**src/rtl/hazard_unit_r1_pkg.sv**
```systemverilog
// Shared definitions for the pipeline hazard unit: forward-mux select codes,
// multi-cycle tracker states and the default register address width.
package hazard_unit_r1_pkg;

    localparam int REG_ADDR_WIDTH_DEF = 5;

    // Forwarding mux select, one per EX read port.
    typedef enum logic [1:0] {
        FWD_REG = 2'd0,   // operand from register file
        FWD_MEM = 2'd1,   // operand from MEM-stage ALU result
        FWD_WB  = 2'd2    // operand from WB-stage result
    } fwd_sel_e;

    // Multi-cycle EX op tracker.
    typedef enum logic {
        MC_IDLE = 1'b0,
        MC_BUSY = 1'b1
    } mc_state_e;

endpackage

```
**src/rtl/fwd_match_r1.sv**
```systemverilog
// Per-read-port comparator. For the EX-stage source it picks the forwarding
// source (MEM beats WB, r0 is never forwarded). For the ID-stage source it
// reports whether the operand is still being produced by EX or by a MEM load,
// which the top uses for load-use and branch-operand stalls.
module fwd_match_r1
    import hazard_unit_r1_pkg::*;
#(
    parameter int REG_ADDR_WIDTH = REG_ADDR_WIDTH_DEF
) (
    input  logic [REG_ADDR_WIDTH-1:0] ex_src_i,
    input  logic [REG_ADDR_WIDTH-1:0] id_src_i,
    input  logic                      id_used_i,
    input  logic                      ex_we_i,
    input  logic [REG_ADDR_WIDTH-1:0] ex_dst_i,
    input  logic                      mem_we_i,
    input  logic                      mem_load_i,
    input  logic [REG_ADDR_WIDTH-1:0] mem_dst_i,
    input  logic                      wb_we_i,
    input  logic [REG_ADDR_WIDTH-1:0] wb_dst_i,
    output logic [1:0]                fwd_sel_o,
    output logic                      id_hit_ex_o,
    output logic                      id_hit_mem_load_o
);

    // A stage supplies a register only if it writes it and it is not r0.
    function automatic logic dst_hit(input logic                      we,
                                     input logic [REG_ADDR_WIDTH-1:0] dst,
                                     input logic [REG_ADDR_WIDTH-1:0] src);
        return we && (dst != {REG_ADDR_WIDTH{1'b0}}) && (dst == src);
    endfunction

    // Priority-encode the forwarding source for the EX operand.
    always_comb begin
        fwd_sel_o = FWD_REG;
        if (dst_hit(mem_we_i, mem_dst_i, ex_src_i)) begin
            fwd_sel_o = FWD_MEM;
        end else if (dst_hit(wb_we_i, wb_dst_i, ex_src_i)) begin
            fwd_sel_o = FWD_WB;
        end else begin
            fwd_sel_o = FWD_REG;
        end
    end

    // Flag ID operands that are not yet available from EX or a MEM load.
    always_comb begin
        id_hit_ex_o       = 1'b0;
        id_hit_mem_load_o = 1'b0;
        if (id_used_i) begin
            id_hit_ex_o       = dst_hit(ex_we_i, ex_dst_i, id_src_i);
            id_hit_mem_load_o = mem_load_i && dst_hit(mem_we_i, mem_dst_i, id_src_i);
        end else begin
            id_hit_ex_o       = 1'b0;
            id_hit_mem_load_o = 1'b0;
        end
    end

endmodule

```
**src/rtl/hazard_unit_r1.sv**
```systemverilog
// Pipeline control for the 5-stage datapath: operand forwarding, load-use and
// branch-operand stalls, control-flow flush, multi-cycle EX interlock and a
// saturating stall-cycle counter.
module hazard_unit_r1
    import hazard_unit_r1_pkg::*;
#(
    parameter int REG_ADDR_WIDTH = REG_ADDR_WIDTH_DEF,
    parameter int NUM_RD         = 2,
    parameter int MC_LAT         = 4,
    parameter int MC_CNT_WIDTH   = 3,
    parameter int STAT_WIDTH     = 16
) (
    input  logic                             clk,
    input  logic                             rst,
    input  logic [NUM_RD*REG_ADDR_WIDTH-1:0] id_rr,
    input  logic [NUM_RD-1:0]                id_rr_used,
    input  logic                             id_branch,
    input  logic                             id_redirect,
    input  logic [NUM_RD*REG_ADDR_WIDTH-1:0] ex_rr,
    input  logic                             ex_regWrite,
    input  logic                             ex_memRead,
    input  logic [REG_ADDR_WIDTH-1:0]        ex_regToWrite,
    input  logic                             ex_mc_start,
    input  logic                             mem_regWrite,
    input  logic                             mem_memRead,
    input  logic [REG_ADDR_WIDTH-1:0]        mem_regToWrite,
    input  logic                             wb_regWrite,
    input  logic [REG_ADDR_WIDTH-1:0]        wb_regToWrite,
    output logic [2*NUM_RD-1:0]              forward,
    output logic                             pc_hold,
    output logic                             ifid_hold,
    output logic                             idex_bubble,
    output logic                             exmem_hold,
    output logic                             ifid_flush,
    output logic                             mc_busy,
    output logic                             mc_done,
    output logic [STAT_WIDTH-1:0]            stall_cycles
);

    localparam logic [MC_CNT_WIDTH-1:0] MC_LOAD = MC_CNT_WIDTH'(MC_LAT - 1);
    localparam logic [MC_CNT_WIDTH-1:0] MC_ONE  = {{(MC_CNT_WIDTH-1){1'b0}}, 1'b1};
    localparam logic [MC_CNT_WIDTH-1:0] MC_ZERO = {MC_CNT_WIDTH{1'b0}};
    localparam logic [STAT_WIDTH-1:0]   ST_ONE  = {{(STAT_WIDTH-1){1'b0}}, 1'b1};
    localparam logic [STAT_WIDTH-1:0]   ST_MAX  = {STAT_WIDTH{1'b1}};

    mc_state_e                 state_q, state_d;
    logic [MC_CNT_WIDTH-1:0]   mc_cnt_q, mc_cnt_d;
    logic [STAT_WIDTH-1:0]     stall_q, stall_d;

    logic [NUM_RD-1:0]         id_hit_ex_s;
    logic [NUM_RD-1:0]         id_hit_mem_ld_s;
    logic                      lu_stall_s;
    logic                      br_stall_s;
    logic                      mc_stall_s;

    // One comparator per read port serves both EX forwarding and ID stall checks.
    for (genvar g = 0; g < NUM_RD; g++) begin : g_port
        fwd_match_r1 #(
            .REG_ADDR_WIDTH (REG_ADDR_WIDTH)
        ) u_match (
            .ex_src_i          (ex_rr[g*REG_ADDR_WIDTH +: REG_ADDR_WIDTH]),
            .id_src_i          (id_rr[g*REG_ADDR_WIDTH +: REG_ADDR_WIDTH]),
            .id_used_i         (id_rr_used[g]),
            .ex_we_i           (ex_regWrite),
            .ex_dst_i          (ex_regToWrite),
            .mem_we_i          (mem_regWrite),
            .mem_load_i        (mem_memRead),
            .mem_dst_i         (mem_regToWrite),
            .wb_we_i           (wb_regWrite),
            .wb_dst_i          (wb_regToWrite),
            .fwd_sel_o         (forward[2*g +: 2]),
            .id_hit_ex_o       (id_hit_ex_s[g]),
            .id_hit_mem_load_o (id_hit_mem_ld_s[g])
        );
    end

    // Multi-cycle tracker next state; a start while busy is ignored.
    always_comb begin
        state_d  = state_q;
        mc_cnt_d = mc_cnt_q;
        case (state_q)
            MC_IDLE: begin
                if (ex_mc_start) begin
                    state_d  = MC_BUSY;
                    mc_cnt_d = MC_LOAD;
                end else begin
                    state_d  = MC_IDLE;
                    mc_cnt_d = MC_ZERO;
                end
            end
            MC_BUSY: begin
                if (mc_cnt_q <= MC_ONE) begin
                    state_d  = MC_IDLE;
                    mc_cnt_d = MC_ZERO;
                end else begin
                    state_d  = MC_BUSY;
                    mc_cnt_d = mc_cnt_q - MC_ONE;
                end
            end
            default: begin
                state_d  = MC_IDLE;
                mc_cnt_d = MC_ZERO;
            end
        endcase
    end

    // Stall, bubble, hold and flush decode.
    always_comb begin
        lu_stall_s  = ex_memRead && (|id_hit_ex_s);
        br_stall_s  = id_branch && ((|id_hit_ex_s) || (|id_hit_mem_ld_s));
        mc_busy     = (state_q == MC_BUSY);
        mc_done     = mc_busy && (mc_cnt_q == MC_ONE);
        mc_stall_s  = mc_busy || ((state_q == MC_IDLE) && ex_mc_start);
        pc_hold     = lu_stall_s || br_stall_s || mc_stall_s;
        ifid_hold   = pc_hold;
        idex_bubble = (lu_stall_s || br_stall_s) && !mc_stall_s;
        exmem_hold  = mc_stall_s && !mc_done;
        // A stall outranks a redirect; the redirect is seen again next cycle.
        ifid_flush  = id_redirect && !pc_hold;
    end

    // Saturating count of cycles in which the PC was held.
    always_comb begin
        stall_d = stall_q;
        if (pc_hold && (stall_q != ST_MAX)) begin
            stall_d = stall_q + ST_ONE;
        end else begin
            stall_d = stall_q;
        end
    end

    // State registers with synchronous reset; reset aborts any multi-cycle op.
    always_ff @(posedge clk) begin
        if (rst) begin
            state_q  <= MC_IDLE;
            mc_cnt_q <= MC_ZERO;
            stall_q  <= {STAT_WIDTH{1'b0}};
        end else begin
            state_q  <= state_d;
            mc_cnt_q <= mc_cnt_d;
            stall_q  <= stall_d;
        end
    end

    assign stall_cycles = stall_q;

endmodule

```
**config.mk**
```make
export PLATFORM = sky130hd
export DESIGN_NAME = hazard_unit_r1
export DESIGN_NICKNAME = d
export VERILOG_FILES = /design/src/rtl/hazard_unit_r1_pkg.sv /design/src/rtl/fwd_match_r1.sv /design/src/rtl/hazard_unit_r1.sv
export SDC_FILE = /design/constraint.sdc
export NUM_CORES = 1
export LEC_CHECK = 0
export ABC_AREA = 0
export CAP_MARGIN = 20
export CORE_MARGIN = 1
export CORE_UTILIZATION = 42
export DETAILED_ROUTE_END_ITERATION = 10
export PLACE_DENSITY = 0.86
export SLEW_MARGIN = 20
export SYNTH_ARGS = -nofsm -noshare
export SYNTH_HDL_FRONTEND = slang
export SYNTH_HIERARCHICAL = 1
export SYNTH_SLANG_ARGS = --single-unit
```
**constraint.sdc**
```tcl
create_clock -name clk -period 3 [get_ports clk]
set_input_delay 0.6 -clock clk [delete_from_list [all_inputs] [get_ports clk]]
set_output_delay 0.6 -clock clk [all_outputs]
set_load 0.02 [all_outputs]
```
==> metrics.md <==
| Metric | Value |
|---|---|
| Gr ovfl total | `0` |
| R2r worst-path depth | `6` |
| Dpl cells | `327` |
| N_diodes | `0` |
| Post-Syn Instances | `between 150 and 200` |
| # fillers | `approximately 290` |
| TritonCTS Buffers | `3` |
| Final nets | `roughly 340` |
| Async set or reset register ratio after synthesis | `0%` |
| Flop2flop setup slack | `around 1100 ps` |
| Setup TNS | `0 ps` |
| H-tree depth | `1` |
| Largest net degree at the start of global routing | `21` |
| Synth Area in Adders | `2.311%` |
| Setup-failing EPs final | `0` |
| Non-Filler Instances | `332` |
| Syn Area/Cell | `between 8 and 9 um^2` |
| Later-pin clock latency in the skew report | `260 ps` |
| Leakage power | `about 0.96 nW` |
| Req. time, crit path | `~2400 ps` |
| Final HPWL DP | `slightly below 4 mm` |
| Max-Cap Viols | `0` |
| CP Launch Type | `input pin` |
| Input/output buffers | `73` |
| Starting Density | `between 40 and 50%` |
| Gr usage total | `about 25%` |
| CTS tree | `yes` |
| First-pass iteration count of the detailed router | `4` |
| Final hold vios | `0` |
| Hold endpoint | `stall_cycles[15]` |
| Initial DRC count | `around 110` |
| Worst slew pin tran | `718.9 ps` |
| Routed vias/inst | `roughly 5.5` |
| Reg2reg start | `stall_cycles[0]` |
| Rel. slew slack | `51.92%` |
| Fin crit period | `2918 ps` |
| Hold buffer count at cts | `0` |
| Die area | `4120 um^2` |
| Slew Viols, Final | `0` |
| Max Root-Sink Buffers | `2` |
| CP endpoint kind | `output port` |
| CP cell instances | `clkdlybuf4s50_1 > xnor2_1 > nand4_1 > nor3_2 > o21ai_2 > a21o_4 > buf_4 > clkinv_4 > buf_2` |
| Worst Path Arrival | `2320 ps` |
| Critical-path top delay cell | `clkdlybuf4s50_1` |
| Multiplexer area fraction after synthesis | `under 10%` |
| RSZ-0062 raised after global routing | `true` |
| Yosys warning total | `6` |
| Final Cycle Share | `between 90% and 100%` |
| Max stage delay on crit path | `500 ps` |
| HP Class | `register to register` |
| Main synth FF type | `dfxtp_1` |
| Cell Area, Synth | `~1600 um^2` |
| Yosys reg bits | `20` |
| Hold path cells | `2` |
| Clock Skew | `slightly below 10 ps` |
| Seq/Total Area, Yosys | `24.65%` |
| Vias in the first global route | `~1.8k` |
| Die W | `64.19 um` |
| Xor/xnor share of the synthesized area | `between 20% and 30%` |
| Simple-Gate Fraction of Synth Area | `between 30 and 40%` |
| Min setup slack post-route | `about 82 ps` |
| Root Driver | `clkbuf_8` |
| Pwr Density | `about 300 nW/um^2` |
| Number of distinct library cells after synthesis | `46` |
| Max Freq | `342.7 MHz` |
| Initial antenna violation count | `0` |
| Layout Area Growth over Synthesis | `61.02%` |
| I/O pin cnt | `74` |
| Clk sinks | `20` |
| Outcome | `finished, final reports clean` |
| Row cnt | `22` |
| Die Ht | `roughly 64 um` |
| Crit Path Max Fanout | `3` |
| Reg2Reg Capture Point | `stall_cycles[3]` |
| Mapped Nets | `about 240` |
| Hold path startpoint | `stall_cycles[15]` |
| Post-synth EDFFs | `0` |
| Worst ir drop on vdd | `around 0.00048 V` |
| Reg clk slew, reported paths | `70 ps` |
| Drt total wl | `5.081 mm` |
| Main combinational cell family by area after synthesis | `simple AND/OR/NAND/NOR gates` |
| DR DRC count | `0` |
| Synth Area in Compound Gates | `between 10% and 20%` |
| Via Count | `1842` |
| Post-DRT Antenna Nets | `0` |
| Routed length per instance | `around 15 um` |
| Share of layout cells above drive strength 1 | `between 10% and 20%` |
| Core area | `between 3000 and 4000 um^2` |
| Critical path type | `input pin to output port` |
| First-pass GRT wire length | `roughly 8 mm` |
| RD Place Congestion | `around 0.83` |
| Pre-CTS setup slack | `-629.1 ps` |
[worst max-delay path: cells and delay by family]
family	cells	cell delay, ps
AO/OA/AOI/OAI	2	330
buffers and inverters	4	830
XOR/XNOR	1	140
AND/OR/NAND/NOR	2	410
[sequential cells by signal, summed over array words and instances, names as in the netlist]
name          count
stall_cycles     16
mc_cnt_q          3
mc_busy           1
[layout make-up]
type	instances	area, um^2	area share (%)
inverter	5	23.77	0.9091
multi-input combinational	164	1231	47.08
clock buffer	3	41.29	1.579
sequential	20	400.4	15.31
clock inverter	1	30.03	1.148
timing repair buffer	91	828.3	31.67
tap	48	60.06	2.297
[metrics by stage]
step | utilization [%] | hold WS, ps | power (mW) | area, um^2
final | 70.90 | 518.9 | 0.8067 | 2615
after global routing | 70.90 | 538.7 | 0.8418 | 2615
after CTS | 70.49 | 522.4 | 0.8065 | 2600
after detailed placement | 68.52 | 509.4 | 0.5448 | 2527
after global placement | 68.52 | 495.3 | 0.5394 | 2527
after floorplan | - | 506.9 | 0.4006 | 1624
[metal layers]
metal	wire [um]	track usage [%]
met1	2264	29.94
met2	2364	44.68
met3	350	3.036
met4	102	7.778
met5	0	0
[worst max path at each step]
| stage | from | end | slack (ps) |
|---|---|---|---|
| after CTS | mem_regToWrite[4] | ifid_flush | 8 |
| after floorplan | mem_regToWrite[1] | pc_hold | 350 |
| after detailed placement | mem_regToWrite[4] | ifid_flush | -630 |
| after global placement | mem_regToWrite[4] | ifid_flush | -580 |
| after global routing | id_rr[9] | ifid_hold | -20 |
| final | id_rr[9] | ifid_hold | 80 |
[cells by family after synthesis]
| group | after synthesis |
|---|---|
| and+or+nand+nor | 79 |
| muxes | 2 |
| DFF | 20 |
| adders and majority gates | 3 |
| buffers and inverters | 8 |
| AOI/OAI and AO/OA | 37 |
| xor gates and xnor gates | 43 |
[synthesized netlist by cell type (2+ instances only)]
| cell | number | area, um^2 |
|---|---|---|
| o21ai_0 | 8 | 40.04 |
| a211oi_1 | 4 | 30.03 |
| nor3_1 | 9 | 45.04 |
| xnor2_1 | 30 | 262.8 |
| nand4_1 | 4 | 25.02 |
| nor4_2 | 3 | 37.54 |
| nand3_1 | 12 | 60.06 |
| or3_1 | 3 | 18.77 |
| and4_1 | 4 | 35.03 |
| dfxtp_1 | 20 | 400.4 |
| a21oi_1 | 10 | 50.05 |
| ha_1 | 3 | 37.54 |
| nor3_2 | 4 | 40.04 |
| nor3b_1 | 2 | 15.01 |
| a31oi_1 | 3 | 18.77 |
| o2111ai_1 | 2 | 17.52 |
| clkbuf_1 | 2 | 7.510 |
| o21ai_2 | 2 | 17.52 |
| nand2_1 | 7 | 26.28 |
| xor2_1 | 13 | 113.9 |
| or4_1 | 3 | 22.52 |
| inv_1 | 4 | 15.01 |
| nor2_1 | 12 | 45.04 |
| nor4_1 | 5 | 31.28 |
| and2_1 | 2 | 12.51 |
[repair_timing]
item	CTS	global route
hold endpoints to repair	0	0
pin swaps	7	1
gates cloned	0	0
resized for setup	34	12
endpoints found under the setup margin	8	6
setup buffers	1	0
[power breakdown]
part / leakage [nW] / total [mW] / switching [mW] / internal [mW]
Combinational: 0.761 / 0.254 / 0.117 / 0.137
Sequential: 0.162 / 0.283 / 0.00902 / 0.274
Clock: 0.0357 / 0.270 / 0.0918 / 0.178
[cell usage in the layout (no fill, tap or decap), types with 4 or more instances in the layout]
cell type,instances
inv_1,4
xor2_1,13
nand4_1,4
clkdlybuf4s50_1,51
dfxtp_1,20
a211oi_1,4
nor3_1,8
nor2_1,12
nor3_2,5
nor4_2,5
o21ai_0,7
xnor2_1,30
a21oi_1,10
nand3_1,12
buf_4,18
and4_1,4
nand2_1,7
dlygate4sd2_1,14
Note: power is estimated with default switching activity, not from simulation.
